File: config.mk
export PLATFORM = sky130hd
export DESIGN_NAME = lcd_hd44780_rx
export DESIGN_NICKNAME = d
export VERILOG_FILES = /design/src/rtl/lcd_pkg.sv /design/src/rtl/lcd_bus_sync.sv /design/src/rtl/lcd_hd44780_rx.sv
export SDC_FILE = /design/constraint.sdc
export NUM_CORES = 1
export LEC_CHECK = 0
export ABC_AREA = 1
export BUFFER_PORTS_ARGS = -buffer_cell sky130_fd_sc_hd__buf_2
export CORE_UTILIZATION = 40
export DETAILED_ROUTE_END_ITERATION = 8
export HOLD_SLACK_MARGIN = 0.05
export REMOVE_ABC_BUFFERS = 1
export SKIP_LAST_GASP = 1
export SLEW_MARGIN = 25
export SYNTH_ARGS = -nofsm -noshare
export SYNTH_HDL_FRONTEND = slang
export SYNTH_SLANG_ARGS = --single-unit
File: constraint.sdc
create_clock -name clk -period 6.4 [get_ports clk]
set_input_delay 0.96 -clock clk [delete_from_list [all_inputs] [get_ports clk]]
set_output_delay 0.96 -clock clk [all_outputs]
set_load 0.1 [all_outputs]
File: src/rtl/lcd_pkg.sv
// Shared constants, state/instruction enums and address helpers for the HD44780 bus responder.
package lcd_pkg;

    localparam logic [7:0]  SPACE_CHAR = 8'h20;
    localparam logic [6:0]  LINE0_BASE = 7'h00;
    localparam logic [6:0]  LINE1_BASE = 7'h40;
    localparam int unsigned LINE_LEN   = 40;
    localparam int unsigned DDRAM_SIZE = 2 * LINE_LEN;

    localparam logic [7:0] OP_CLEAR   = 8'h01;
    localparam logic [7:0] OP_HOME    = 8'h02;
    localparam logic [7:0] OP_ENTRY   = 8'h04;
    localparam logic [7:0] OP_DISPLAY = 8'h08;
    localparam logic [7:0] OP_SHIFT   = 8'h10;
    localparam logic [7:0] OP_FUNC    = 8'h20;
    localparam logic [7:0] OP_CGRAM   = 8'h40;
    localparam logic [7:0] OP_DDRAM   = 8'h80;

    typedef enum logic [1:0] {CLEAR, IDLE, EXEC} state_t;

    typedef enum logic [3:0] {
        I_NOP, I_CLEAR, I_HOME, I_ENTRY, I_DISPLAY, I_SHIFT, I_FUNC, I_CGRAM, I_DDRAM
    } instr_t;

    // Instruction class is selected by the highest set bit of the byte.
    function automatic instr_t instr_decode(input logic [7:0] d);
        if ((d & OP_DDRAM)   != '0) return I_DDRAM;
        if ((d & OP_CGRAM)   != '0) return I_CGRAM;
        if ((d & OP_FUNC)    != '0) return I_FUNC;
        if ((d & OP_SHIFT)   != '0) return I_SHIFT;
        if ((d & OP_DISPLAY) != '0) return I_DISPLAY;
        if ((d & OP_ENTRY)   != '0) return I_ENTRY;
        if ((d & OP_HOME)    != '0) return I_HOME;
        if ((d & OP_CLEAR)   != '0) return I_CLEAR;
        return I_NOP;
    endfunction

    // Address counter step; the two lines form one 80-position ring.
    function automatic logic [6:0] ac_step(input logic [6:0] ac, input logic inc);
        if (inc) begin
            if (ac == LINE0_BASE + 7'(LINE_LEN - 1)) return LINE1_BASE;
            if (ac == LINE1_BASE + 7'(LINE_LEN - 1)) return LINE0_BASE;
            return ac + 7'd1;
        end
        if (ac == LINE0_BASE) return LINE1_BASE + 7'(LINE_LEN - 1);
        if (ac == LINE1_BASE) return LINE0_BASE + 7'(LINE_LEN - 1);
        return ac - 7'd1;
    endfunction

    function automatic logic [6:0] ac_set(input logic [6:0] d);
        return (d[5:0] >= 6'(LINE_LEN)) ? {d[6], 6'd0} : d;
    endfunction

    function automatic logic [5:0] ofs_step(input logic [5:0] s, input logic inc);
        if (inc) return (s == 6'(LINE_LEN - 1)) ? 6'd0 : s + 6'd1;
        return (s == 6'd0) ? 6'(LINE_LEN - 1) : s - 6'd1;
    endfunction

    function automatic logic col_valid(input logic [6:0] a);
        return a[5:0] < 6'(LINE_LEN);
    endfunction

    function automatic logic [6:0] ddram_index(input logic [6:0] a);
        return a[6] ? 7'(LINE_LEN) + {1'b0, a[5:0]} : {1'b0, a[5:0]};
    endfunction

endpackage

File: src/rtl/lcd_bus_sync.sv
// Two-flop synchronizer for the HD44780 bus with falling-edge detection on EN.
module lcd_bus_sync (
    input  logic       clk,
    input  logic       rst,
    input  logic       lcd_en,
    input  logic       lcd_rs,
    input  logic       lcd_rw,
    input  logic [7:0] lcd_data,
    output logic       txn_valid,
    output logic       txn_rs,
    output logic       txn_rw,
    output logic [7:0] txn_byte
);

    logic [10:0] meta;
    logic [10:0] sync;
    logic        en_prev;

    always_ff @(posedge clk) begin
        if (rst) begin
            meta    <= '0;
            sync    <= '0;
            en_prev <= 1'b0;
        end else begin
            meta    <= {lcd_en, lcd_rs, lcd_rw, lcd_data};
            sync    <= meta;
            en_prev <= sync[10];
        end
    end

    // RS/RW/data travel with EN, so the synchronized copy is the capture on the fall cycle.
    assign txn_valid                    = en_prev & ~sync[10];
    assign {txn_rs, txn_rw, txn_byte}   = sync[9:0];

endmodule

File: src/rtl/lcd_hd44780_rx.sv
// HD44780 8-bit bus responder: decodes EN-strobed transactions into a DDRAM image and mode state.
// Optional busy timer and err_busy_write output enabled by defining LCD_RX_BUSY_EN.
module lcd_hd44780_rx
    import lcd_pkg::*;
#(
    parameter int unsigned CMD_CYCLES = 2000,
    parameter int unsigned CLR_CYCLES = 82000
) (
    input  logic       clk,
    input  logic       rst,
    input  logic       lcd_en,
    input  logic       lcd_rs,
    input  logic       lcd_rw,
    input  logic [7:0] lcd_data,
    input  logic [6:0] rd_addr,
    output logic [7:0] rd_data,
    output logic [6:0] cursor_addr,
    output logic       display_on,
    output logic       cursor_on,
    output logic       blink_on,
    output logic       entry_inc,
    output logic       entry_shift,
    output logic       two_line,
    output logic [5:0] shift_ofs,
    output logic       evt_valid,
    output logic       evt_rs,
    output logic [7:0] evt_byte,
    output logic       rw_ignored,
    output logic       busy
`ifdef LCD_RX_BUSY_EN
    ,
    output logic       err_busy_write
`endif
);

    logic       txn_valid, txn_rs, txn_rw;
    logic [7:0] txn_byte;

    lcd_bus_sync u_sync (
        .clk      (clk),
        .rst      (rst),
        .lcd_en   (lcd_en),
        .lcd_rs   (lcd_rs),
        .lcd_rw   (lcd_rw),
        .lcd_data (lcd_data),
        .txn_valid(txn_valid),
        .txn_rs   (txn_rs),
        .txn_rw   (txn_rw),
        .txn_byte (txn_byte)
    );

    state_t     state, state_nxt;
    logic [6:0] clr_cnt;
    logic       x_rs, x_rw;
    logic [7:0] x_byte;
    instr_t     x_cls;
    logic [7:0] mem [DDRAM_SIZE];
    logic       mem_we;
    logic [6:0] mem_idx;
    logic [7:0] mem_wdata;

    assign x_cls = instr_decode(x_byte);

    always_ff @(posedge clk) begin
        if (rst) state <= CLEAR;
        else     state <= state_nxt;
    end

    always_comb begin
        state_nxt = state;
        mem_we    = 1'b0;
        mem_idx   = clr_cnt;
        mem_wdata = SPACE_CHAR;
        case (state)
            CLEAR: begin
                mem_we = 1'b1;
                if (clr_cnt == 7'(DDRAM_SIZE - 1)) state_nxt = IDLE;
            end
            IDLE: if (txn_valid) state_nxt = EXEC;
            EXEC: begin
                if (!x_rw && x_rs) begin
                    mem_we    = 1'b1;
                    mem_idx   = ddram_index(cursor_addr);
                    mem_wdata = x_byte;
                end
                if (!x_rw && !x_rs && x_cls == I_CLEAR) state_nxt = CLEAR;
                else                                   state_nxt = IDLE;
            end
            default: state_nxt = IDLE;
        endcase
    end

    always_ff @(posedge clk) begin
        if (mem_we) mem[mem_idx] <= mem_wdata;
    end

    always_ff @(posedge clk) begin
        if (rst) begin
            rd_data     <= '0;
            clr_cnt     <= '0;
            cursor_addr <= '0;
            display_on  <= 1'b0;
            cursor_on   <= 1'b0;
            blink_on    <= 1'b0;
            entry_inc   <= 1'b1;
            entry_shift <= 1'b0;
            two_line    <= 1'b0;
            shift_ofs   <= '0;
            evt_valid   <= 1'b0;
            evt_rs      <= 1'b0;
            evt_byte    <= '0;
            rw_ignored  <= 1'b0;
            x_rs        <= 1'b0;
            x_rw        <= 1'b0;
            x_byte      <= '0;
        end else begin
            rd_data    <= col_valid(rd_addr) ? mem[ddram_index(rd_addr)] : SPACE_CHAR;
            evt_valid  <= 1'b0;
            rw_ignored <= 1'b0;
            case (state)
                CLEAR: clr_cnt <= clr_cnt + 7'd1;
                IDLE: if (txn_valid) begin
                    x_rs   <= txn_rs;
                    x_rw   <= txn_rw;
                    x_byte <= txn_byte;
                end
                EXEC: begin
                    clr_cnt <= '0;
                    if (x_rw) begin
                        rw_ignored <= 1'b1;
                    end else begin
                        evt_valid <= 1'b1;
                        evt_rs    <= x_rs;
                        evt_byte  <= x_byte;
                        if (x_rs) begin
                            cursor_addr <= ac_step(cursor_addr, entry_inc);
                            if (entry_shift) shift_ofs <= ofs_step(shift_ofs, entry_inc);
                        end else begin
                            case (x_cls)
                                I_CLEAR: begin
                                    cursor_addr <= '0;
                                    shift_ofs   <= '0;
                                    entry_inc   <= 1'b1;
                                end
                                I_HOME: begin
                                    cursor_addr <= '0;
                                    shift_ofs   <= '0;
                                end
                                I_ENTRY: begin
                                    entry_inc   <= x_byte[1];
                                    entry_shift <= x_byte[0];
                                end
                                I_DISPLAY: begin
                                    display_on <= x_byte[2];
                                    cursor_on  <= x_byte[1];
                                    blink_on   <= x_byte[0];
                                end
                                I_SHIFT: begin
                                    if (x_byte[3]) shift_ofs   <= ofs_step(shift_ofs, x_byte[2]);
                                    else           cursor_addr <= ac_step(cursor_addr, x_byte[2]);
                                end
                                I_FUNC:  two_line    <= x_byte[3];
                                I_DDRAM: cursor_addr <= ac_set(x_byte[6:0]);
                                default: ;
                            endcase
                        end
                    end
                end
                default: ;
            endcase
        end
    end

`ifdef LCD_RX_BUSY_EN
    localparam int unsigned BUSY_MAX = (CLR_CYCLES > CMD_CYCLES) ? CLR_CYCLES : CMD_CYCLES;
    localparam int unsigned BW       = $clog2(BUSY_MAX + 1);

    logic [BW-1:0] busy_cnt;

    // The transaction still executes when busy; the error pulse only flags it.
    always_ff @(posedge clk) begin
        if (rst) begin
            busy_cnt       <= '0;
            err_busy_write <= 1'b0;
        end else begin
            err_busy_write <= 1'b0;
            if (state == EXEC && !x_rw) begin
                err_busy_write <= (busy_cnt != '0);
                busy_cnt <= (!x_rs && (x_cls == I_CLEAR || x_cls == I_HOME))
                            ? BW'(CLR_CYCLES) : BW'(CMD_CYCLES);
            end else if (busy_cnt != '0) begin
                busy_cnt <= busy_cnt - 1'b1;
            end
        end
    end

    assign busy = (busy_cnt != '0);
`else
    assign busy = 1'b0;
`endif

endmodule

==> impl_metrics.yaml <==
status:
  status: "completed"
worst_hold_path:
  hold_path.class: "register to register"
detailed_routing:
  vias_per_cell: 5.43
  postRouteAntennaNets: 0
  drt_wl_total_um: 78400
  drc: 0
  vias: 20600
  dr.pass1.iters: 6
  drtIter0Drc: 2108
  avgRoutedWirePerCell_um: 20.7
layout:
  finalInstanceArea_mm2: 0.0335
  nNetsFinal: 2797
  final_util_pct: 45.0
  fill_cells: 6725
  syn_to_final_growth_pct: 11.3
  drive_gt1_share_pct: 9.10
clock_network:
  cts_sinks: 720
  cts_tree: "done"
  ctsHoldBuffers: 0
  numCtsBuffers: 75
  cts_resized: 0
  cts_buffer_depth: 3
  htreeDepth: 3
  post_cts_buffers: 0
  clkTransAtPathRegs_ns: 0.06
  root_buffer: "clkbuf_16"
  worstSkewPairLatency_ns: 0.64
worst_setup_path:
  cp_common_cell: "nand3_1"
  path_cells: "buf_8 > inv_8 > buf_12 > nand2_1 > nand3_1 > nand3_1 > nand3_1 > nand2_1 > nand2_1 > nand3_1 > nand3_1 > nand3_1 > inv_1"
  cp.required_ns: 6.91
  cp-start-kind: "primary input"
  endpoint_kind: "register"
  slowest_stage: "buf_8"
  cp_max_fo: 169
  cp.arrival_ns: 4.27
  crit_type: "primary input to register"
  slowest_delay_ns: 0.65
logic_synthesis:
  synth_flop_cell: "edfxtp_1"
  syn_inst: 2767
  synth_largest_area_cell: "edfxtp_1"
  avgSynthCellArea_um2: 10.9
  ys_ff_latch: 720
  synth.distinct_cells: 44
  yosys-top-cells-area: "edfxtp_1 64%, nand2_1 9.3%, nand3_1 8.9%"
  yosysWarningCount: 0
  ys_seq_area_share_pct: 69.2
  synth_top_area_share_pct: 63.9
  syn_area_mm2: 0.0301
  synth_edf_count: 640
  postSynth.asyncResetShare_pct: 0
timing:
  fin_skew_ns: 0.0280
  post-route-period-util_pct: 58.8
  fmax_ghz: 0.266
  slew_viol_final: 0
  tightest_slew_ns: 1.06
  min_period_ns: 3.76
  setup_tns_ns: 0
  finalHoldViolations: 0
  timing.slew.headroom_pct: 29.0
  rsz0062_at_grt: "no"
  setup_viol: 0
floorplanning:
  rows: 100
  die_area_mm2: 0.0763
  io_pins: 59
  start_util_pct: 40.4
  floorplan.die.width_um: 276
  die_h_um: 276
  coreArea_mm2: 0.0744
power_and_ir_drop:
  ir_drop_v: 0.000179
  leakage_nw: 11.8
  powerDensity_mw_per_mm2: 293
grt:
  grt_max_degree: 170
  overflow: 0
  grt_pass1_wl_um: 120000
  antenna_found_initial: 0
  grt_pass1_vias: 20100
  grt.total_usage_pct: 20.4
placed_design:
  placed_area_mm2: 0.0311
  io_buffers: 57
  globalplace.congestion: 0.874
  hpwl_um: 44900
run:
  drv_cap: 0
## per-layer routing
| metal | track usage (%) | part of all wire (%) | routed length [um] |
|---|---|---|---|
| met5 | 0 | 0 | 0 |
| met2 | 32.6 | 46 | 36300 |
| met3 | 4.21 | 7.7 | 6040 |
| met1 | 27.8 | 43 | 33900 |
| met4 | 6.49 | 2.7 | 2130 |
## cell usage after synthesis (14+ instances only)
master    number
nand2_1      745
edfxtp_1     640
nand3_1      534
nor2_1       236
o21ai_0       95
inv_1         87
buf_2         81
dfxtp_1       80
clkbuf_1      46
a21oi_1       43
buf_1         19
o221ai_1      17
nand2_2       16
o22ai_1       15
nand4_1       14
## worst paths after layout
path,endpoint,from,slack [ns],cells after the start
max,rd_data[1],rd_addr[0],2.64,13
min,u_sync.sync[2],u_sync.meta[2],0.40,2
max reg2reg,mem[71][4],x_rs,2.74,7
min reg2reg,u_sync.sync[2],u_sync.meta[2],0.40,2
## registers in the layout, indices dropped and copies added, names as in the netlist, 2 cells and up
name	count
x_byte	8
evt_byte	8
state	2
shift_ofs	6
cursor_addr	7
rd_data	8
clr_cnt	7
u_sync.sync	11
u_sync.meta	11
mem	640
## cells in the final DEF (no fill, tap or decap), types with 5 or more instances in the layout
master / instances
a21oi_1: 43
buf_2: 54
or2_2: 7
nand2_1: 744
o21ai_2: 6
o221ai_1: 17
clkbuf_16: 78
nor2_1: 229
clkinv_2: 14
xor2_1: 8
nand3_1: 534
o21ai_0: 95
inv_1: 86
edfxtp_1: 640
clkinv_1: 12
nand4_1: 14
nand2_2: 16
ha_1: 10
buf_4: 20
inv_2: 10
nand2_4: 5
nor2_4: 14
o22ai_1: 14
dfxtp_1: 80
clkbuf_1: 15
## report_power, final
| group | internal, mW | switching [mW] |
|---|---|---|
| Sequential | 5.07 | 0.0136 |
| Clock | 2.36 | 1.80 |
| Combinational | 0.139 | 0.424 |
## logic make-up after synthesis
| group | after synthesis | share of synthesized area, % |
|---|---|---|
| XOR/XNOR | 11 | 0.320 |
| AO/OA/AOI/OAI | 194 | 3.74 |
| buffers and inverters | 254 | 3.65 |
| other | 1 | 0.0125 |
| AND/OR/NAND/NOR | 1577 | 22.7 |
| adder cells (fa/ha/maj) | 10 | 0.416 |
| flip-flops | 720 | 69.2 |
## worst max-delay path, delay by kind of cell
kind	cells	cell delay, ns
AND/OR/NAND/NOR	9	1.28
buffers and inverters	4	1.71
## metrics by stage
stage	total power, mW	worst slack, ns	hold WS, ns	cells
finish	9.81	2.64	0.400	3793
global route	10.1	2.43	0.404	3792
CTS	9.88	2.84	0.398	3792
detailed placement	5.75	2.19	0.392	3659
global placement	5.74	2.21	0.390	3658
floorplan	5.52	2.18	0.388	2613
## layout make-up
cell class                 instances  area [um^2]  area share [%]
inverter                         100          388            1.16
multi-input combinational       1793         8250            24.6
antenna                            1         2.50         0.00747
tap                              969         1210            3.62
sequential                       720        20800            62.2
clock buffer                      96         2050            6.12
clock inverter                    37          279           0.833
timing repair buffer              77          483            1.44
(Power assumes the default switching activity.)
